--- src/rtl/lfsr_pkg.sv ---
// Shared definitions for the LFSR step sequencer: FSM encoding, default
// register indices and the next-state function.
package lfsr_pkg;

  localparam int LFSR_W = 8;

  localparam int STATE_REG_DEF = 3;
  localparam int TAP_REG_DEF   = 2;
  localparam int CNT_REG_DEF   = 14;

  typedef enum logic [2:0] {
    IDLE,
    LOAD,
    WSTATE,
    WCNT,
    FIN
  } lfsr_state_t;

  // Left shift with the parity of the tapped bits fed into the LSB.
  function automatic logic [LFSR_W-1:0] lfsr_next(input logic [LFSR_W-1:0] state,
                                                  input logic [LFSR_W-1:0] taps);
    return {state[LFSR_W-2:0], ^(state & taps)};
  endfunction

endpackage

--- src/rtl/lfsr_step_ctrl.sv ---
// Runs N LFSR steps through the shared register file, writing back the new
// state and the step count on alternating cycles via the single write port.
module lfsr_step_ctrl
  import lfsr_pkg::*;
#(
  parameter int W         = 8,
  parameter int D         = 4,
  parameter int STATE_REG = STATE_REG_DEF,
  parameter int TAP_REG   = TAP_REG_DEF,
  parameter int CNT_REG   = CNT_REG_DEF
) (
  input  logic         Clk,
  input  logic         Reset,
  input  logic         Start,
  input  logic [W-1:0] Steps,
  input  logic [W-1:0] RfDataA,
  input  logic [W-1:0] RfDataB,
  output logic [D-1:0] RfRaddrA,
  output logic [D-1:0] RfRaddrB,
  output logic [D-1:0] RfWaddr,
  output logic         RfWriteEn,
  output logic [W-1:0] RfDataIn,
  output logic         Busy,
  output logic         Done,
  output logic [W-1:0] StateOut
);

  lfsr_state_t  fsm_q;
  logic [W-1:0] state_q;
  logic [W-1:0] taps_q;
  logic [W-1:0] cnt_q;
  logic [W-1:0] steps_q;
  logic [W-1:0] cnt_inc;

  assign RfRaddrA = D'(STATE_REG);
  assign RfRaddrB = D'(TAP_REG);
  assign StateOut = state_q;
  assign cnt_inc  = cnt_q + 1'b1;

  // Port outputs are registered one cycle ahead: each transition loads the
  // values the next state presents to the register file.
  always_ff @(posedge Clk or negedge Reset) begin
    if (!Reset) begin
      fsm_q     <= IDLE;
      state_q   <= '0;
      taps_q    <= '0;
      cnt_q     <= '0;
      steps_q   <= '0;
      RfWaddr   <= '0;
      RfWriteEn <= 1'b0;
      RfDataIn  <= '0;
      Busy      <= 1'b0;
      Done      <= 1'b0;
    end else begin
      RfWriteEn <= 1'b0;
      RfWaddr   <= '0;
      RfDataIn  <= '0;
      Done      <= 1'b0;
      case (fsm_q)
        IDLE: begin
          if (Start) begin
            steps_q <= Steps;
            fsm_q   <= LOAD;
            Busy    <= 1'b1;
          end
        end
        LOAD: begin
          state_q <= RfDataA;
          taps_q  <= RfDataB;
          cnt_q   <= '0;
          if (steps_q == '0) begin
            fsm_q <= FIN;
            Done  <= 1'b1;
          end else begin
            fsm_q     <= WSTATE;
            RfWriteEn <= 1'b1;
            RfWaddr   <= D'(STATE_REG);
            RfDataIn  <= lfsr_next(RfDataA, RfDataB);
          end
        end
        WSTATE: begin
          state_q   <= lfsr_next(state_q, taps_q);
          fsm_q     <= WCNT;
          RfWriteEn <= 1'b1;
          RfWaddr   <= D'(CNT_REG);
          RfDataIn  <= cnt_inc;
        end
        WCNT: begin
          cnt_q <= cnt_inc;
          if (cnt_inc == steps_q) begin
            fsm_q <= FIN;
            Done  <= 1'b1;
          end else begin
            // state_q already holds the value just written back
            fsm_q     <= WSTATE;
            RfWriteEn <= 1'b1;
            RfWaddr   <= D'(STATE_REG);
            RfDataIn  <= lfsr_next(state_q, taps_q);
          end
        end
        FIN: begin
          fsm_q <= IDLE;
          Busy  <= 1'b0;
        end
        default: begin
          fsm_q <= IDLE;
          Busy  <= 1'b0;
        end
      endcase
    end
  end

endmodule

--- config.mk ---
export PLATFORM = sky130hd
export DESIGN_NAME = lfsr_step_ctrl
export DESIGN_NICKNAME = d
export VERILOG_FILES = /design/src/rtl/lfsr_pkg.sv /design/src/rtl/lfsr_step_ctrl.sv
export SDC_FILE = /design/constraint.sdc
export NUM_CORES = 1
export LEC_CHECK = 0
export BUFFER_PORTS_ARGS = -buffer_cell sky130_fd_sc_hd__clkbuf_2
export CAP_MARGIN = 10
export CORE_MARGIN = 3
export CORE_UTILIZATION = 45
export CTS_BUF_LIST = sky130_fd_sc_hd__clkbuf_8
export DETAILED_ROUTE_END_ITERATION = 16
export PLACE_DENSITY = 0.81
export SYNTH_ARGS = -nofsm -noshare
export SYNTH_HDL_FRONTEND = slang
export SYNTH_SLANG_ARGS = --single-unit
--- constraint.sdc ---
create_clock -name Clk -period 6.4 [get_ports Clk]
set_clock_uncertainty 0.2 [all_clocks]
set_input_delay 1.28 -clock Clk [delete_from_list [all_inputs] [get_ports Clk]]
set_output_delay 1.28 -clock Clk [all_outputs]
set_load 0.01 [all_outputs]
==> summary.md, run 1 <==
| Metric | Value |
|---|---|
| IO Pins | `58` |
| Std cell rows | `26` |
| Post-Synthesis Cell Area | `2480 um2` |
| Drt wl/cell | `14.6 um` |
| Pleak | `1.31 nW` |
| WHS Path Cells | `2` |
| Total core area | `5240 um2` |
| CTS max path bufs | `2` |
| Critical path class | `flip-flop to flip-flop` |
| Detailed Place HPWL | `4030 um` |
| Via Count | `2006` |
| Die height | `80.3 um` |
| DRT Pass-1 Iters | `4` |
| Worst r2r dst | `RfDataIn[4]` |
| Htree depth | `2` |
| R2R depth | `7` |
| Status | `completed` |
| GPL Wtd Cong | `0.920` |
| Final WL | `5480 um` |
| Fin Setup TNS | `0 ps` |
| Final Max Tran Viols | `0` |
| Final net count | `333` |
| Crit Reg-Reg Startpoint | `cnt_q[0]` |
| Filler cells | `477` |
| Max_cap viols | `0` |
| R2R setup slack | `3400 ps` |
| Global-route wire length before repair | `8910 um` |
| Clk_lat worst skew | `310 ps` |
| Vias in the first global route | `1908` |
| Die W | `80.3 um` |
| DRT iter0 DRCs | `153` |
| Final min period | `3000 ps` |
| GRT Total Usage | `18.3%` |
| Area Overhead vs Synth | `13.5%` |
| Worst min-delay path endpoint | `taps_q[2]` |
| Synth unique cells | `39` |
| Sink Count | `48` |
| Number of synthesized register bits | `48` |
| Port-buffer cells | `49` |
| Worst-margin pin slew | `1020 ps` |
| Fin. Hold Viols | `0` |
| Worst EP required | `6450 ps` |
| PostCTS Resize Cnt | `0` |
| F_max | `0.333 GHz` |
| Initial antenna violation count | `0` |
| Clock Pin Slew Worst Setup and Hold Paths | `90 ps` |
| Top cells by count, synth | `58 x nand2_1, 48 x dfrtp_1, 26 x nor2_1` |
| Largest net degree at the start of global routing | `49` |
| Root buf cell | `clkbuf_8` |
| Main area contributors after synthesis | `dfrtp_1 48%, nand2_1 8.8%, xnor2_1 6.3%` |
| VDD IR max | `0.187 mV` |
| Non-Filler Instances | `376` |
| CP endpoint kind | `flip-flop` |
| Die area | `6450 um2` |
| Fin crit share | `46.9%` |
| Pwr Density | `491 nW/um2` |
| CTS buffer count | `5` |
| Antenna viol nets, final | `0` |
| Register area share after synthesis | `48.3%` |
| Post-synth top area share | `48.3%` |
| Worst EP arrival | `3050 ps` |
| Slew HR | `32.1%` |
| Setup repair bufs after CTS | `0` |
| Crit Path Max Fanout | `11` |
| Main synth FF type | `dfrtp_1` |
| CTS tree | `done` |
| Synth warn | `0` |
| Syn Area/Cell | `9.45 um2` |
| Remaining global-route overflow | `0` |
| Hold_buf cts | `0` |
| Count leader, synth | `nand2_1` |
| Drt drc | `0` |
| Drt via density | `5.34` |
| # setup viols final | `0` |
| Startpoint Class | `flip-flop` |
| Setup repair after global routing missed its margin | `false` |
| Async SR Flop Fraction | `100%` |
| Hold Startpoint | `taps_q[2]` |
| Starting Density | `47.4%` |
| Post-Syn Instances | `263` |
| Largest area contributor in the netlist | `dfrtp_1` |
| Min-delay worst type | `flip-flop to flip-flop` |
| Share of cells above drive strength 1 | `23.2%` |
| DP Cell Count | `368` |
| Diode count | `0` |
| EDFF count, synth | `0` |
-- how the worst max path moves through the flow --
stage	slack, ps	endpoint	start
4_1_cts	3430	RfDataIn[3]	cnt_q[0]
6_report	3400	RfDataIn[4]	cnt_q[0]
3_5_place_dp	3450	steps_q[7]	Start
5_1_grt	3230	RfDataIn[6]	cnt_q[0]
3_3_place_gp	3520	steps_q[0]	Start
2_1_floorplan	3810	steps_q[0]	Start
-- per-stage QoR --
stage                     util (%)  power (mW)  setup WS, ps  area (um2)  hold slack [ps]
after detailed placement      52.1        1.20          3450        2730              264
after CTS                     53.8        1.39          3430        2820              285
after floorplan                  -        1.02          3810        2510              246
after global placement        52.1        1.18          3520        2730              260
after global routing          53.8        1.50          3230        2820              303
final                         53.8        1.38          3400        2820              280
-- layout make-up --
class	count	area (um2)	share of cell area, %
Clock buffer	6	82.6	2.93
Tap cell	70	87.6	3.11
Sequential cell	48	1200	42.6
Timing Repair Buffer	50	253	8.96
Multi-Input combinational cell	195	1170	41.3
Clock inverter	2	11.3	0.399
Inverter	5	18.8	0.665
-- cell usage in the layout, fill, tap and decap left out, types with 3 or more instances in the layout --
| cell | n |
|---|---|
| xnor2_1 | 18 |
| inv_1 | 6 |
| nor2_1 | 26 |
| a221o_1 | 6 |
| nor4_1 | 3 |
| conb_1 | 8 |
| a21oi_1 | 4 |
| nand3_1 | 4 |
| clkbuf_2 | 49 |
| nand2_1 | 58 |
| or3_1 | 3 |
| clkbuf_8 | 6 |
| xor2_1 | 9 |
| a21o_1 | 6 |
| o22ai_1 | 9 |
| dfrtp_1 | 48 |
| o31ai_1 | 3 |
| nand2b_1 | 3 |
| o21ai_0 | 5 |
| mux2_2 | 8 |
-- critical path, stage by stage, from the launching register on --
cell     delay (ps)
dfrtp_1         460
ha_1            290
and3_2          250
nand3_2         130
xor2_1          200
mux2_2          360
a31oi_1         780
a221o_1         270
-- registers in the layout (all words and copies together) (netlist names), 3 cells and up --
signal,cells
fsm_q,3
RfWaddr,3
cnt_q,8
taps_q,8
steps_q,8
StateOut,8
RfDataIn,8
-- kinds of logic (layout without fill, tap and decap cells) --
kind of cell | count (synthesis) | in the layout | synth area share (%)
simple gates | 107 | 107 | 19.4
flops | 48 | 48 | 48.3
compound gates | 44 | 44 | 12.7
xor+xnor | 27 | 27 | 9.52
buf+inv | 26 | 63 | 5.64
mux | 8 | 8 | 3.63
other cells | 2 | 8 | 0.302
fa+ha+maj | 1 | 1 | 0.503
-- per-layer routing --
metal	routed length, um	vias to the layer above	track usage, %
met5	0	-	0
met4	136	0	8.95
met2	2600	77	28.6
met3	347	16	4.71
met1	2390	963	23.4
li1	-	950	-
-- where the power goes --
group | leakage [nW] | internal [mW] | switching (mW) | total [mW]
registers | 0.590 | 0.430 | 0.121 | 0.552
clock network | 0.0486 | 0.0863 | 0.101 | 0.187
logic | 0.671 | 0.288 | 0.358 | 0.645
total | 1.31 | 0.804 | 0.580 | 1.38
Note: power is estimated with default switching activity, not from simulation.
==> run 2: changes to the inputs <==
--- a/config.mk
+++ b/config.mk
@@ -11,7 +11,7 @@
 export CORE_UTILIZATION = 45
 export CTS_BUF_LIST = sky130_fd_sc_hd__clkbuf_8
 export DETAILED_ROUTE_END_ITERATION = 16
-export PLACE_DENSITY = 0.81
+export PLACE_DENSITY = 0.83
 export SYNTH_ARGS = -nofsm -noshare
 export SYNTH_HDL_FRONTEND = slang
 export SYNTH_SLANG_ARGS = --single-unit
==> constraint.sdc (replaced) <==
create_clock -name Clk -period 2.7 [get_ports Clk]
set_clock_uncertainty 0.2 [all_clocks]
set_input_delay 0.54 -clock Clk [delete_from_list [all_inputs] [get_ports Clk]]
set_output_delay 0.54 -clock Clk [all_outputs]
set_load 0.01 [all_outputs]
==> summary.md, run 2 (synthesis results as in run 1) <==
| Metric | Value |
|---|---|
| Status | `completed` |
| Most used cell, CP | `xnor2_1` |
| Fin crit share | `90.4%` |
| Total Power | `3.31 mW` |
| Share of cells above drive strength 1 | `24.9%` |
| CTS max path bufs | `2` |
| Min-delay worst type | `input port to flip-flop` |
| Total core area | `5240 um2` |
| Final Max Tran Viols | `0` |
| Worst EP required | `2680 ps` |
| GPL Wtd Cong | `0.945` |
| Hold_buf cts | `1` |
| Std cell rows | `26` |
| Clock Pin Slew Worst Setup and Hold Paths | `80 ps` |
| Via Count | `1981` |
| Hold WS | `240 ps` |
| Slew HR | `56.0%` |
| Remaining global-route overflow | `0` |
| R2R depth | `8` |
| Worst-margin pin slew | `658 ps` |
| # setup viols final | `0` |
| Final min period | `2440 ps` |
| Final net count | `341` |
| Clock share of power | `12.4%` |
| Htree depth | `2` |
| Starting Density | `47.4%` |
| Critical path class | `flip-flop to flip-flop` |
| CP endpoint kind | `flip-flop` |
| Placed instance area | `2780 um2` |
| Flop pwr share | `38.5%` |
| Antenna viol nets, final | `0` |
| DRT Pass-1 Iters | `4` |
| VDD IR max | `0.373 mV` |
| CTS buffer count | `5` |
| Pleak | `1.34 nW` |
| Setup repair bufs after CTS | `0` |
| Critical-path top delay cell | `dfrtp_1` |
| Sink Count | `48` |
| Port-buffer cells | `49` |
| IO Pins | `58` |
| Fin. Hold Viols | `0` |
| Crit Path Max Fanout | `11` |
| F_max | `0.410 GHz` |
| Most common cell after layout, fill and taps aside | `nand2_1` |
| Detailed Place HPWL | `4160 um` |
| Global-route wire length before repair | `9020 um` |
| Final WL | `5480 um` |
| R2R setup slack | `260 ps` |
| Setup repair after global routing missed its margin | `false` |
| Drt wl/cell | `14.3 um` |
| Max incr delay on CP | `420 ps` |
| Pwr Density | `1150 nW/um2` |
| PostCTS Resize Cnt | `0` |
| Crit path buffers/inverters | `1` |
| Clk_lat worst skew | `300 ps` |
| Place WS | `278 ps` |
| Switching Fraction | `41.4%` |
| Max_cap viols | `0` |
| Diode count | `0` |
| Initial antenna violation count | `0` |
| Internal power | `1.94 mW` |
| Worst r2r dst | `RfWaddr[1]` |
| Root buf cell | `clkbuf_8` |
| Switching power | `1.37 mW` |
| Combinational group share of total power | `49.1%` |
| Worst EP arrival | `2430 ps` |
| Crit Reg-Reg Startpoint | `cnt_q[1]` |
| Drt drc | `0` |
| Largest net degree at the start of global routing | `34` |
| Most frequent cells in the layout | `58 x nand2_1, 49 x clkbuf_2, 48 x dfrtp_1` |
| Area Overhead vs Synth | `15.5%` |
| Critical path cell sequence | `ha_1 -> xnor2_1 -> xnor2_1 -> a31o_1 -> nor4_2 -> a31oi_1 -> buf_4 -> or3_1` |
| Drt via density | `5.17` |
| Hold Startpoint | `RfDataB[0]` |
| Family with the most delay on the worst path | `simple AND/OR/NAND/NOR gates` |
| Vias in the first global route | `1861` |
| Startpoint Class | `flip-flop` |
| Die area | `6450 um2` |
| DRT iter0 DRCs | `131` |
| GRT Total Usage | `18.2%` |
| CTS tree | `done` |
| Fin Setup TNS | `0 ps` |
| Die W | `80.3 um` |
| Die height | `80.3 um` |
| Fin area | `2870 um2` |
| WHS Path Cells | `3` |
| Worst min-delay path endpoint | `taps_q[0]` |
| Final WS setup | `258 ps` |
==> run 2: cell count changes in the layout (fill, tap and decap cells not counted) <==
| cell | before | now |
|---|---|---|
| clkinv_2 | 0 | 1 |
| clkbuf_8 | 6 | 5 |
| inv_1 | 6 | 5 |
| buf_4 | 1 | 8 |
| dlygate4sd3_1 | 0 | 1 |
==> run 2: how the worst max path moves through the flow <==
stage	from	endpoint	slack (ps)	cells after the start
final	cnt_q[1]	RfWaddr[1]	260	8
after CTS	cnt_q[1]	RfWaddr[1]	260	8
after floorplan	cnt_q[0]	RfWaddr[1]	360	8
after detailed placement	cnt_q[1]	RfWaddr[1]	280	8
after global placement	cnt_q[1]	RfWaddr[1]	340	8
after global routing	cnt_q[1]	RfDataIn[5]	150	8
==> run 2: layout make-up <==
type,instances,area [um2]
Fill cell,479,2370
Tap cell,70,87.6
Clock inverter,2,12.5
Multi-Input combinational cell,195,1170
Timing Repair Buffer,58,315
Inverter,5,18.8
Clock buffer,5,68.8
Sequential cell,48,1200
==> run 2: per-layer routing <==
metal | part of all wire, % | global-route usage [%]
met1 | 44 | 25.4
met2 | 48 | 28.3
met3 | 6.2 | 3.03
met4 | 2.1 | 7.09
met5 | 0 | 0
==> run 2: power groups by stage <==
stage,sequential [mW],clock [mW],combinational (mW)
after floorplan,1.29,0,1.14
after global placement,1.28,0,1.58
final,1.27,0.411,1.62
after detailed placement,1.29,0,1.63
after CTS,1.27,0.417,1.64
after global routing,1.32,0.442,1.81
==> run 2: metrics by stage <==
stage                     instances  util, %
after floorplan                 269        -
after global placement          375     53.1
after detailed placement        375     53.1
after CTS                       383     54.8
after global routing            383     54.8
final                           383     54.8
==> run 2: tightest hold or removal path, stage by stage <==
cell,delay [ps]
clkbuf_2,90
nand2_1,40
nand2_1,40
